## src/rtl/branch_update_queue.sv

```systemverilog
// Branch update queue: holds predicted branches until resolved and committed in order.
// Optional BUQ_STATS_EN adds saturating commit / mispredict counters.
`ifndef PRED_TABLE_BIT
`define PRED_TABLE_BIT 10
`endif

module branch_update_queue #(
  parameter int DEPTH_BIT = 3,
  parameter int IDX_W     = `PRED_TABLE_BIT
) (
  input  logic                 clk_in,
  input  logic                 rst_n_in,
  input  logic                 rdy_in,
  input  logic                 enq_valid,
  input  logic                 enq_pred,
  input  logic [IDX_W-1:0]     enq_g_ind,
  input  logic [IDX_W-1:0]     enq_l_ind,
  output logic                 enq_ready,
  output logic [DEPTH_BIT-1:0] enq_tag,
  input  logic                 res_valid,
  input  logic [DEPTH_BIT-1:0] res_tag,
  input  logic                 res_taken,
  input  logic                 cmt_valid,
  output logic                 cmt_ready,
  input  logic                 flush_in,
  output logic                 br_req,
  output logic                 br_correct,
  output logic [31:0]          br_res,
  output logic [IDX_W-1:0]     br_g_ind,
  output logic [IDX_W-1:0]     br_l_ind,
  output logic [DEPTH_BIT:0]   count_out,
  output logic [31:0]          stat_commits,
  output logic [31:0]          stat_mispred
);

  localparam int N = 1 << DEPTH_BIT;

  logic [N-1:0]           valid_q, valid_d;
  logic [N-1:0]           rsv_q, rsv_d;
  logic [N-1:0]           pred_q, pred_d;
  logic [N-1:0]           act_q, act_d;
  logic [IDX_W-1:0]       g_q [N];
  logic [IDX_W-1:0]       g_d [N];
  logic [IDX_W-1:0]       l_q [N];
  logic [IDX_W-1:0]       l_d [N];
  logic [DEPTH_BIT-1:0]   head_q, head_d;
  logic [DEPTH_BIT-1:0]   tail_q, tail_d;
  logic [DEPTH_BIT:0]     count_q, count_d;
  logic                   br_req_q, br_req_d;
  logic                   br_cor_q, br_cor_d;
  logic [31:0]            br_res_q, br_res_d;
  logic [IDX_W-1:0]       br_g_q, br_g_d;
  logic [IDX_W-1:0]       br_l_q, br_l_d;

  logic enq_go, res_go, cmt_go;

  // count never exceeds N, so its MSB alone flags full
  assign enq_ready = ~count_q[DEPTH_BIT];
  assign enq_tag   = tail_q;
  assign cmt_ready = valid_q[head_q] & rsv_q[head_q];
  assign count_out = count_q;

  assign br_req     = br_req_q;
  assign br_correct = br_cor_q;
  assign br_res     = br_res_q;
  assign br_g_ind   = br_g_q;
  assign br_l_ind   = br_l_q;

  assign enq_go = rdy_in & enq_valid & enq_ready & ~flush_in;
  assign res_go = rdy_in & res_valid & valid_q[res_tag] & ~flush_in;
  assign cmt_go = rdy_in & cmt_valid & cmt_ready;

  always_comb begin
    valid_d  = valid_q;
    rsv_d    = rsv_q;
    pred_d   = pred_q;
    act_d    = act_q;
    g_d      = g_q;
    l_d      = l_q;
    head_d   = head_q;
    tail_d   = tail_q;
    count_d  = count_q;
    br_req_d = br_req_q;
    br_cor_d = br_cor_q;
    br_res_d = br_res_q;
    br_g_d   = br_g_q;
    br_l_d   = br_l_q;
    if (rdy_in) begin
      br_req_d = cmt_go;
      if (res_go) begin
        rsv_d[res_tag] = 1'b1;
        act_d[res_tag] = res_taken;
      end
      if (enq_go) begin
        valid_d[tail_q] = 1'b1;
        rsv_d[tail_q]   = 1'b0;
        pred_d[tail_q]  = enq_pred;
        g_d[tail_q]     = enq_g_ind;
        l_d[tail_q]     = enq_l_ind;
        tail_d          = tail_q + DEPTH_BIT'(1);
      end
      // commit wins over a stale resolve aimed at the head slot
      if (cmt_go) begin
        valid_d[head_q] = 1'b0;
        rsv_d[head_q]   = 1'b0;
        head_d          = head_q + DEPTH_BIT'(1);
        br_cor_d        = act_q[head_q] == pred_q[head_q];
        br_res_d        = {31'b0, act_q[head_q]};
        br_g_d          = g_q[head_q];
        br_l_d          = l_q[head_q];
      end
      count_d = count_q + (DEPTH_BIT+1)'(enq_go)
                        - (DEPTH_BIT+1)'(cmt_go);
      if (flush_in) begin
        valid_d = '0;
        rsv_d   = '0;
        head_d  = '0;
        tail_d  = '0;
        count_d = '0;
      end
    end
  end

  always_ff @(posedge clk_in or negedge rst_n_in) begin
    if (!rst_n_in) begin
      valid_q  <= '0;
      rsv_q    <= '0;
      head_q   <= '0;
      tail_q   <= '0;
      count_q  <= '0;
      br_req_q <= 1'b0;
      br_cor_q <= 1'b0;
      br_res_q <= '0;
      br_g_q   <= '0;
      br_l_q   <= '0;
    end else begin
      valid_q  <= valid_d;
      rsv_q    <= rsv_d;
      head_q   <= head_d;
      tail_q   <= tail_d;
      count_q  <= count_d;
      br_req_q <= br_req_d;
      br_cor_q <= br_cor_d;
      br_res_q <= br_res_d;
      br_g_q   <= br_g_d;
      br_l_q   <= br_l_d;
    end
  end

  // payload is qualified by valid, so it needs no reset
  always_ff @(posedge clk_in) begin
    pred_q <= pred_d;
    act_q  <= act_d;
    g_q    <= g_d;
    l_q    <= l_d;
  end

`ifdef BUQ_STATS_EN
  logic [31:0] sc_q, sc_d;
  logic [31:0] sm_q, sm_d;
  logic        mis;

  assign mis = act_q[head_q] != pred_q[head_q];

  always_comb begin
    sc_d = sc_q;
    sm_d = sm_q;
    if (cmt_go) begin
      if (sc_q != '1) sc_d = sc_q + 32'd1;
      if (mis && sm_q != '1) sm_d = sm_q + 32'd1;
    end
  end

  always_ff @(posedge clk_in or negedge rst_n_in) begin
    if (!rst_n_in) begin
      sc_q <= '0;
      sm_q <= '0;
    end else begin
      sc_q <= sc_d;
      sm_q <= sm_d;
    end
  end

  assign stat_commits = sc_q;
  assign stat_mispred = sm_q;
`else
  assign stat_commits = '0;
  assign stat_mispred = '0;
`endif

endmodule

```

## config.mk

```make
export PLATFORM = sky130hd
export DESIGN_NAME = branch_update_queue
export DESIGN_NICKNAME = d
export VERILOG_FILES = /design/src/rtl/branch_update_queue.sv
export SDC_FILE = /design/constraint.sdc
export NUM_CORES = 1
export LEC_CHECK = 0
export CORE_MARGIN = 4
export CORE_UTILIZATION = 35
export CTS_CLUSTER_SIZE = 8
export DETAILED_ROUTE_END_ITERATION = 8
export SLEW_MARGIN = 40
export SYNTH_ARGS = -nofsm -noshare
export SYNTH_HDL_FRONTEND = slang
export SYNTH_SLANG_ARGS = --single-unit
```

## constraint.sdc

```tcl
create_clock -name clk_in -period 5.3 [get_ports clk_in]
set_clock_uncertainty 0.1 [all_clocks]
set_input_delay 1.59 -clock clk_in [delete_from_list [all_inputs] [get_ports clk_in]]
set_output_delay 1.59 -clock clk_in [all_outputs]
set_load 0.02 [all_outputs]
```

==> results.toml <==
[critical_path]
start_kind = "flip-flop"
worstPathMaxFanout = 22
startpoint = "head_q[0]$_DFFE_PN0P_"
cp-end-kind = "output pin"
rrSetupSlack_ps = 1760
reg2reg_from = "head_q[0]$_DFFE_PN0P_"
crit_type = "flip-flop to output pin"
cp.arrival_ps = 2890
crit_required_ps = 3610

[global_route]
grt_pass1_wl_mm = 33.4
antenna_found_initial = 0
grt_usage = 0.137
grt_pass1_vias = 5661
grt_max_degree = 45
grt-ovfl-total = 0

[cts]
cts_made_buffers = 34
cts_tree = "done"
cts_max_path_buffers = 3
clock_latency_ps = 500
cts_hold_buf = 0
post-cts-setup-buffers = 0
clkSlewWorstSetupHoldPaths_ps = 50
ctsResizeCount = 0
htreeDepth = 2
clock-root-buffer = "clkbuf_16"
cts.sinks = 225

[synthesis]
synth_edf_count = 176
syn_avg_cell_area_um2 = 14.4
synth_flop_cell = "edfxtp_1"
ys_types = 53
ys_warn_count = 0
synth_cells = 704
syn-cell-area_um2 = 10100
yosysSeqAreaShare = 0.644
synth-async-reset-ratio = 0.218
ys_ff_latch = 225

[place]
portBuffers = 63
gp_congestion = 0.790
pre_cts_ws_ps = 823
dpl.hpwl_mm = 13.5

[timing]
slew_headroom = 0.578
tns_ps = 0
hold_violations = 0
finalWorstSetupSlack_ps = 718
final_max_slew_viol_count = 0
finalSetupViolCount = 0
clock.fmax_mhz = 218
rsz0062_at_grt = "false"
period_minus_slack_ps = 4580
worstMarginPinSlew_ps = 632
finalCritPeriodShare = 0.864

[min_path]
worstHoldPathType = "flip-flop to flip-flop"
hp-start = "br_req$_DFFE_PN0P_"

[routing]
route.vias.total = 5838
routed_wl_mm = 21.9
vias_per_cell = 4.91
first_pass_iters = 5
wl_per_cell_um = 18.4
drtAntennaViolNets = 0
drt-initial-drc-count = 301
drc_errors = 0

[floorplanning]
fp-row-count = 61
ios = 159
start_util = 0.359
dieHeight_um = 178
die-area_um2 = 31700
die_w_um = 178
coreArea_um2 = 28200

[cells_and_area]
fin_nets = 825
final_common_cell = "edfxtp_1"
drive_above_1_share = 0.137
diodes = 0
most-common-layout-cells = "176 x edfxtp_1, 95 x conb_1, 62 x clkdlybuf4s50_1, 57 x mux2i_1, 47 x dfrtp_1"
syn2layout_area_growth_pct = 17.3

[outcome]
status = "finished, final reports clean"

[power_and_ir_drop]
p_leak_nw = 4.28
powerDensity_nw_per_um2 = 385
ir_drop_uv = 305

[run]
maxCapViolations = 0
routing by layer:
layer  global-route usage  up-vias  wire length (um)
met3               0.0292       39              1710
li1                     -     2628                 -
met2                0.219      260             10100
met1                0.190     2911              9600
met4               0.0393        0               442
met5                    0        -                 0
Yosys cell counts (4+ instances only):
library cell	count	share of area
mux2_4	5	0.0074
a21oi_1	36	0.018
clkbuf_1	12	0.0045
a211oi_1	5	0.0037
buf_4	97	0.072
nand2_1	20	0.0074
a22oi_1	5	0.0037
inv_1	13	0.0048
a2111oi_2	4	0.0059
buf_2	17	0.0084
nor2b_1	10	0.0062
edfxtp_1	176	0.52
a21o_1	5	0.0037
mux4_2	8	0.018
ha_1	6	0.0074
o2bb2ai_1	14	0.012
mux2_2	17	0.019
nand3_1	8	0.0040
mux2i_1	57	0.056
nor3_1	8	0.0040
a31oi_1	7	0.0043
a22o_1	4	0.0035
nor2_1	36	0.013
nand2b_1	6	0.0037
o221ai_1	10	0.0087
dfrtp_1	49	0.12
o21ai_0	23	0.011
registers in the layout (all words and copies together), names as in the netlist:
register    flops
valid_q         8
br_l_ind       10
br_res          1
rsv_q           8
br_g_ind       10
br_req          1
g_q            80
act_q           8
count_out       4
enq_tag         3
head_q          3
br_correct      1
l_q            80
pred_q          8
cells by family (layout without fill, tap and decap cells):
kind of cell,after synthesis,in the layout,share of synthesized area
AO/OA/AOI/OAI,134,134,0.0961
XOR/XNOR,3,3,0.00260
adder cells (fa/ha/maj),7,7,0.00940
buffers and inverters,144,157,0.0938
flip-flops,225,225,0.644
multiplexers,89,89,0.106
other,1,95,0.000371
AND/OR/NAND/NOR,101,101,0.0481
critical path, stage by stage, from the launching register on:
cell,delay [ps]
dfrtp_2,740
mux4_1,670
mux2i_1,290
a21oi_1,80
clkdlybuf4s50_1,580
path summary, 6_finish.rpt:
path,endpoint,depth (start not counted)
setup / recovery,cmt_ready,4
hold / removal,br_req$_DFFE_PN0P_,1
setup reg to reg,count_out[3]$_DFFE_PN0P_,12
hold reg to reg,br_req$_DFFE_PN0P_,1
max in group asynchronous,br_l_ind[9]$_DFFE_PN0P_,2
min in group asynchronous,valid_q[0]$_DFFE_PN0P_,1
power breakdown:
group,switching [mW],leakage (nW),internal (mW)
Combinational,0.344,1.56,0.212
Sequential,0.0641,2.25,1.97
Clock,0.738,0.477,1.24
cell type report:
| type | instances | area, um^2 |
|---|---|---|
| Fill cell | 2527 | 16300 |
| Sequential cell | 225 | 6510 |
| Tap cell | 378 | 473 |
| Clock inverter | 3 | 37.5 |
| Timing Repair Buffer | 83 | 776 |
| Inverter | 13 | 48.8 |
| Clock buffer | 58 | 962 |
| Multi-Input combinational cell | 429 | 3050 |
stage by stage:
| step | instances | hold slack, ps | instance area (um^2) | power, mW | util |
|---|---|---|---|---|---|
| 2_1_floorplan | 798 | 405 | 10500 | 2.48 | - |
| 4_1_cts | 1189 | 391 | 11900 | 4.62 | 0.421 |
| 6_report | 1189 | 388 | 11900 | 4.56 | 0.421 |
| 3_3_place_gp | 1128 | 367 | 10900 | 2.62 | 0.386 |
| 5_1_grt | 1189 | 425 | 11900 | 4.76 | 0.421 |
| 3_5_place_dp | 1128 | 380 | 10900 | 2.63 | 0.386 |
(Power assumes the default switching activity.)
